[src/rtl/demux_1_4_tdm_s4.sv]
// ============================================================================
// Module   : demux_1_4_tdm_s4
// Purpose  : 4-slot TDM lane de-interleaver with sync-aligned frame counter.
//            Optional macro DEMUX_ERR_STICKY_EN makes err hold until reset.
// Revision : 1.0
// ============================================================================
`default_nettype none

module demux_1_4_tdm_s4 #(
  parameter int CHANNELS = 4,
  parameter int W        = 1
) (
  input  logic                  clk,
  input  logic                  rst_n,
  input  logic                  en,
  input  logic                  sync,
  input  logic [W-1:0]          in,
  output logic [1:0]            sel,
  output logic [CHANNELS*W-1:0] out,
  output logic                  frame_valid,
  output logic                  err
);

  localparam int              SEL_W     = 2;
  localparam logic [SEL_W-1:0] LAST_SLOT = SEL_W'(CHANNELS - 1);

  typedef enum logic [0:0] {
    IDLE = 1'b0,
    RUN  = 1'b1
  } state_t;

  state_t state;

  // Slots 0..CHANNELS-2 wait here; the last slot goes straight to out.
  logic [(CHANNELS-1)*W-1:0] shadow;

  always_ff @(posedge clk or negedge rst_n) begin
    if (!rst_n) begin
      state       <= IDLE;
      sel         <= '0;
      shadow      <= '0;
      out         <= '0;
      frame_valid <= 1'b0;
      err         <= 1'b0;
    end else begin
      frame_valid <= 1'b0;
`ifdef DEMUX_ERR_STICKY_EN
      err         <= err;
`else
      err         <= 1'b0;
`endif
      if (en) begin
        case (state)
          IDLE: begin
            if (sync) begin
              shadow[W-1:0] <= in;
              sel           <= 2'd1;
              state         <= RUN;
            end
          end
          RUN: begin
            if (sync) begin
              // An early sync drops the partial frame and restarts at slot 0.
              if (sel != 2'd0) begin
                err <= 1'b1;
              end
              shadow[W-1:0] <= in;
              sel           <= 2'd1;
            end else if (sel == 2'd0) begin
              err   <= 1'b1;
              state <= IDLE;
            end else if (sel == LAST_SLOT) begin
              out         <= {in, shadow};
              frame_valid <= 1'b1;
              sel         <= 2'd0;
            end else begin
              for (int k = 1; k < CHANNELS - 1; k++) begin
                if (sel == SEL_W'(k)) begin
                  shadow[k*W +: W] <= in;
                end
              end
              sel <= sel + 2'd1;
            end
          end
          default: begin
            state <= IDLE;
            sel   <= 2'd0;
          end
        endcase
      end
    end
  end

endmodule

`default_nettype wire

[config.mk]
export PLATFORM = sky130hd
export DESIGN_NAME = demux_1_4_tdm_s4
export DESIGN_NICKNAME = d
export VERILOG_FILES = /design/src/rtl/demux_1_4_tdm_s4.sv
export SDC_FILE = /design/constraint.sdc
export NUM_CORES = 1
export LEC_CHECK = 0
export ABC_AREA = 1
export CORE_ASPECT_RATIO = 1.1
export CORE_MARGIN = 2
export CORE_UTILIZATION = 35
export DETAILED_ROUTE_END_ITERATION = 10
export GPL_ROUTABILITY_DRIVEN = 0
export GPL_TIMING_DRIVEN = 0
export HOLD_SLACK_MARGIN = 0.15
export PLACE_DENSITY = 0.66
export SKIP_LAST_GASP = 1
export SLEW_MARGIN = 10
export SYNTH_ARGS = -nofsm -noshare
export SYNTH_HDL_FRONTEND = slang
export SYNTH_SLANG_ARGS = --single-unit
[constraint.sdc]
create_clock -name clk -period 1.48 [get_ports clk]
set_input_delay 0.148 -clock clk [delete_from_list [all_inputs] [get_ports clk]]
set_output_delay 0.148 -clock clk [all_outputs]
set_load 0.03 [all_outputs]
After elaboration in Yosys (flattened, before gate mapping). Cells that the tools add are included.

Multiply operators: 0. $add $sub $neg: 1. Reductions and logical operators: 7. Bitwise logic cells: 4. Mux-type cells: 20. Order comparisons: 0. Equality and inequality tests: 5. Divide/modulo/power cells: 0. Shift operators: 0.

Operators with widths (count): two-way mux 1 bit (14); AND reduction 6 bit (2); two-way mux 2 bit (4); AND reduction 5 bit (1); == test 2 bit, second input constant (2); inverter 1 bit (4); case mux 2 bit (2 select lines) (1); inequality test 3 bit, second input constant (1); AND reduction 3 bit (1); adder 2 x 1 -> 2 bit, second input constant (1); == test 2 x 1 -> 1 bit, second input constant (1); zero test 2 bit (1); inequality test 2 bit, second input constant (1); case mux 1 bit (2 select lines) (1); AND reduction 2 bit (1); nonzero test 2 bit (1).

RAM bits: 0. Memories kept: 0. Latch bits: 0. ROM bits: 0. Bits in registers: 12. Bits of input ports: 5.

Logic depth before layout (Yosys ltp).
Depth after elaboration: 6. Mapped depth: 8. Depth with buffers taken out: 8.

Worst setup path after synthesis. No wires, ideal clock.

Kind: register to register. From: reg sel[0]. To: reg out[0]. Path slack: -0.053 ns. Data required time: 1.357 ns. Cell stages (with the launch flop): 8. Data arrival time: 1.410 ns. Period minus slack after synthesis: 1.533 ns. Library setup time: 0.123 ns. Path through: dfrtp_1 inv_1 ha_1 inv_1 ha_1 nand2_1 o21ai_0 nand2_1.

Longest elaborated chain between the ends: 3. Elaborated cells between the ends (all ways): 4. Classes of those cells: eq/ne (1); bitwise (1); reduce/logical (2).

RTL lines: start: declaration (line 18) `output logic [1:0] sel,`; start signal: assignment (line 82) `sel <= sel + 2'd1;`; zero test 2 bit (line 69) `end else if (sel == 2'd0) begin`; inverter 1 bit (no source line); AND reduction 5 bit (no source line) *; end signal: assignment (line 73) `out <= {in, shadow};`; end: declaration (line 19) `output logic [CHANNELS*W-1:0] out,`.

Every way passes the cells marked *; elsewhere a longest branch is shown, timed or not. A chain may end at the register's enable or synchronous reset.

Worst setup path after layout.
From: reg out[1]. To: out out[1].

No word-level cell between the ends.

==> impl_metrics.toml <==
[timing]
setup_viol = 0
skew_ps = 1.52
tns_ps = 0
post-route-min-period_ps = 1440
fin_ws_ps = 44.7
hold_violations = 0
worst_pin_slew_ps = 528
clock.fmax_ghz = 0.697
finalCritPeriodShare = 0.970
drv_slew = 0
max_slew_margin = 0.647

[worst_setup_path]
cp.arrival_ps = 1290
r2r_end = "out[0]"
max_stage_delay_ps = 660
critPathCapture = "out[1]"
r2r_start = "sel[0]"
r2r_setup_slack_ps = 110
path_cells = "clkdlybuf4s50_1"
critPathLaunch = "out[1]"
path_max_fanout = 2
end_kind = "output pin"
r2r_cells = 8
path_class = "reg2out"
slowest_stage = "clkdlybuf4s50_1"
crit_cells = 1
cp_num_buf_inv = 1
crit_family = "buffers and inverters"
cp-start-kind = "flip-flop"
required_ps = 1330

[cts]
clk_latency_ps = 280
cts_sinks = 12
cts-root-buf = "clkbuf_4"
clock_path_buffers = 2
cts_tree = "yes"
cts_made_buffers = 3
htree_levels = 1
path_clk_slew_ps = 70
holdBufCountCts = 0

[grt]
grt_use_total = 0.135
grt_max_degree = 13
grt_pass1_vias = 496
grt_pass1_wl_um = 2080
gr-total-overflow = 0
antenna_found_initial = 0

[synthesis]
ys_ff_latch = 12
synth_adder_area_share = 0.136
synth_xor_area_frac = 0
yosysUniqueCellTypes = 11
synth_top_family_by_area = "simple AND/OR/NAND/NOR gates"
syn-mean-instance-area_um2 = 8.14
yosysWarnings = 0
synth-simple-area-share = 0.290
synth_compound_area_frac = 0.0467
synthMuxAreaShare = 0
ys_seq_area_frac = 0.467
syn-instance-count = 79
syn_area_um2 = 643
syn_nets = 91

[layout]
antenna_cells = 0
design_area_um2 = 838
syn_to_final_growth_pct = 30.4
fin_cells = 115
post-route-util = 0.476
seq_area_um2 = 303
multiInputGateArea_um2 = 307
final_nets = 111
fillers = 176
drive_gt1_frac = 0.134

[drt]
detail_route.vias_per_cell = 4.85
routedWlPerCell_um = 11.3
drc = 0
drt_first_pass_iters = 4
vias = 558
wirelength_um = 1300
first_iter_violations = 17
ant_nets = 0

[run]
maxCapViolCount = 0

[power_and_ir_drop]
p_leak_nw = 0.482
power_density_nw_per_um2 = 1810
ir_worst_vdd_mv = 0.502

[outcome]
outcome = "finished clean"

[die]
dieArea_um2 = 2200
io_pins = 13
row_count = 16
die_x_um = 44.9
die_y_um = 49.0
start_util = 0.365
coreArea_um2 = 1760

[placed_design]
dp.cells = 109
post-place-ws_ps = 35.2
placed_cell_area_um2 = 788
portBuffers = 12
hpwl_um = 963

[hold_path]
min_path_type = "in2async"
-- cells in the mapped netlist --
| library cell | number | area share |
|---|---|---|
| nand2_1 | 29 | 0.17 |
| ha_1 | 7 | 0.14 |
| nand3_1 | 7 | 0.054 |
| nor2_4 | 1 | 0.018 |
| clkbuf_2 | 1 | 0.0078 |
| o21ai_0 | 6 | 0.047 |
| dfrtp_1 | 12 | 0.47 |
| nor2_2 | 1 | 0.0097 |
| inv_1 | 9 | 0.053 |
| nand2_2 | 1 | 0.0097 |
| nor2_1 | 5 | 0.029 |
-- metal layers --
metal / track usage / up-vias / part of all wire
met1: 0.159 / 251 / 0.44
li1: - / 283 / -
met2: 0.203 / 19 / 0.48
met5: 0 / - / 0
met3: 0.0333 / 5 / 0.047
met4: 0.103 / 0 / 0.032
-- where the power goes --
group	total [mW]	switching (mW)	internal, mW
clock	0.208	0.113	0.0947
combinational	0.792	0.483	0.308
sequential	0.517	0.0679	0.449
total	1.52	0.665	0.852
-- through the flow --
step                      hold slack (ps)  power (mW)
final                                 208        1.52
after CTS                             234        1.47
after floorplan                      -148        1.01
after global routing                  261        1.64
after detailed placement              470        1.28
after global placement                465        1.26
-- state kept, by name, summed over array words and instances (netlist names) --
signal	cells
err	1
frame_valid	1
out	4
sel	2
shadow	3
state	1
-- area by class of cell --
type,count,share of cell area
plain buffers,1,0.00597
clock buffers,3,0.0269
inverters,9,0.0403
multi-input cells,57,0.366
flip-flops and latches,12,0.361
well taps,18,0.0269
repair buffers,15,0.173
-- worst min-delay path by stage --
| stage | startpoint | endpoint | slack [ps] |
|---|---|---|---|
| 2_1_floorplan | rst_n | err | -150 |
| 6_report | rst_n | frame_valid | 210 |
| 5_1_grt | rst_n | frame_valid | 260 |
| 3_5_place_dp | shadow[1] | shadow[1] | 470 |
| 3_3_place_gp | shadow[0] | out[0] | 460 |
| 4_1_cts | rst_n | frame_valid | 230 |
-- placed cells by master (no fill, tap or decap), drive strengths merged --
cell type | Yosys | layout
dlymetal6s2s | 0 | 2
dfrtp | 12 | 12
inv | 9 | 9
o21ai | 6 | 6
nand2 | 30 | 30
buf | 0 | 3
ha | 7 | 7
clkbuf | 1 | 4
clkdlybuf4s50 | 0 | 8
dlygate4sd2 | 0 | 2
nor2 | 7 | 7
nand3 | 7 | 7
-- cell families (layout without fill, tap and decap cells) --
family / after synthesis / after routing
AO/OA/AOI/OAI: 6 / 6
adder cells (fa/ha/maj): 7 / 7
AND/OR/NAND/NOR: 44 / 44
flip-flops: 12 / 12
buffers and inverters: 10 / 28
-- timing repair --
item                       4_1_cts  5_1_grt
setup buffers                    0        3
gates resized for setup          2        6
pin swaps                        0        0
setup endpoints to repair        2        6
No activity file was read; power rests on OpenSTA's default activity.
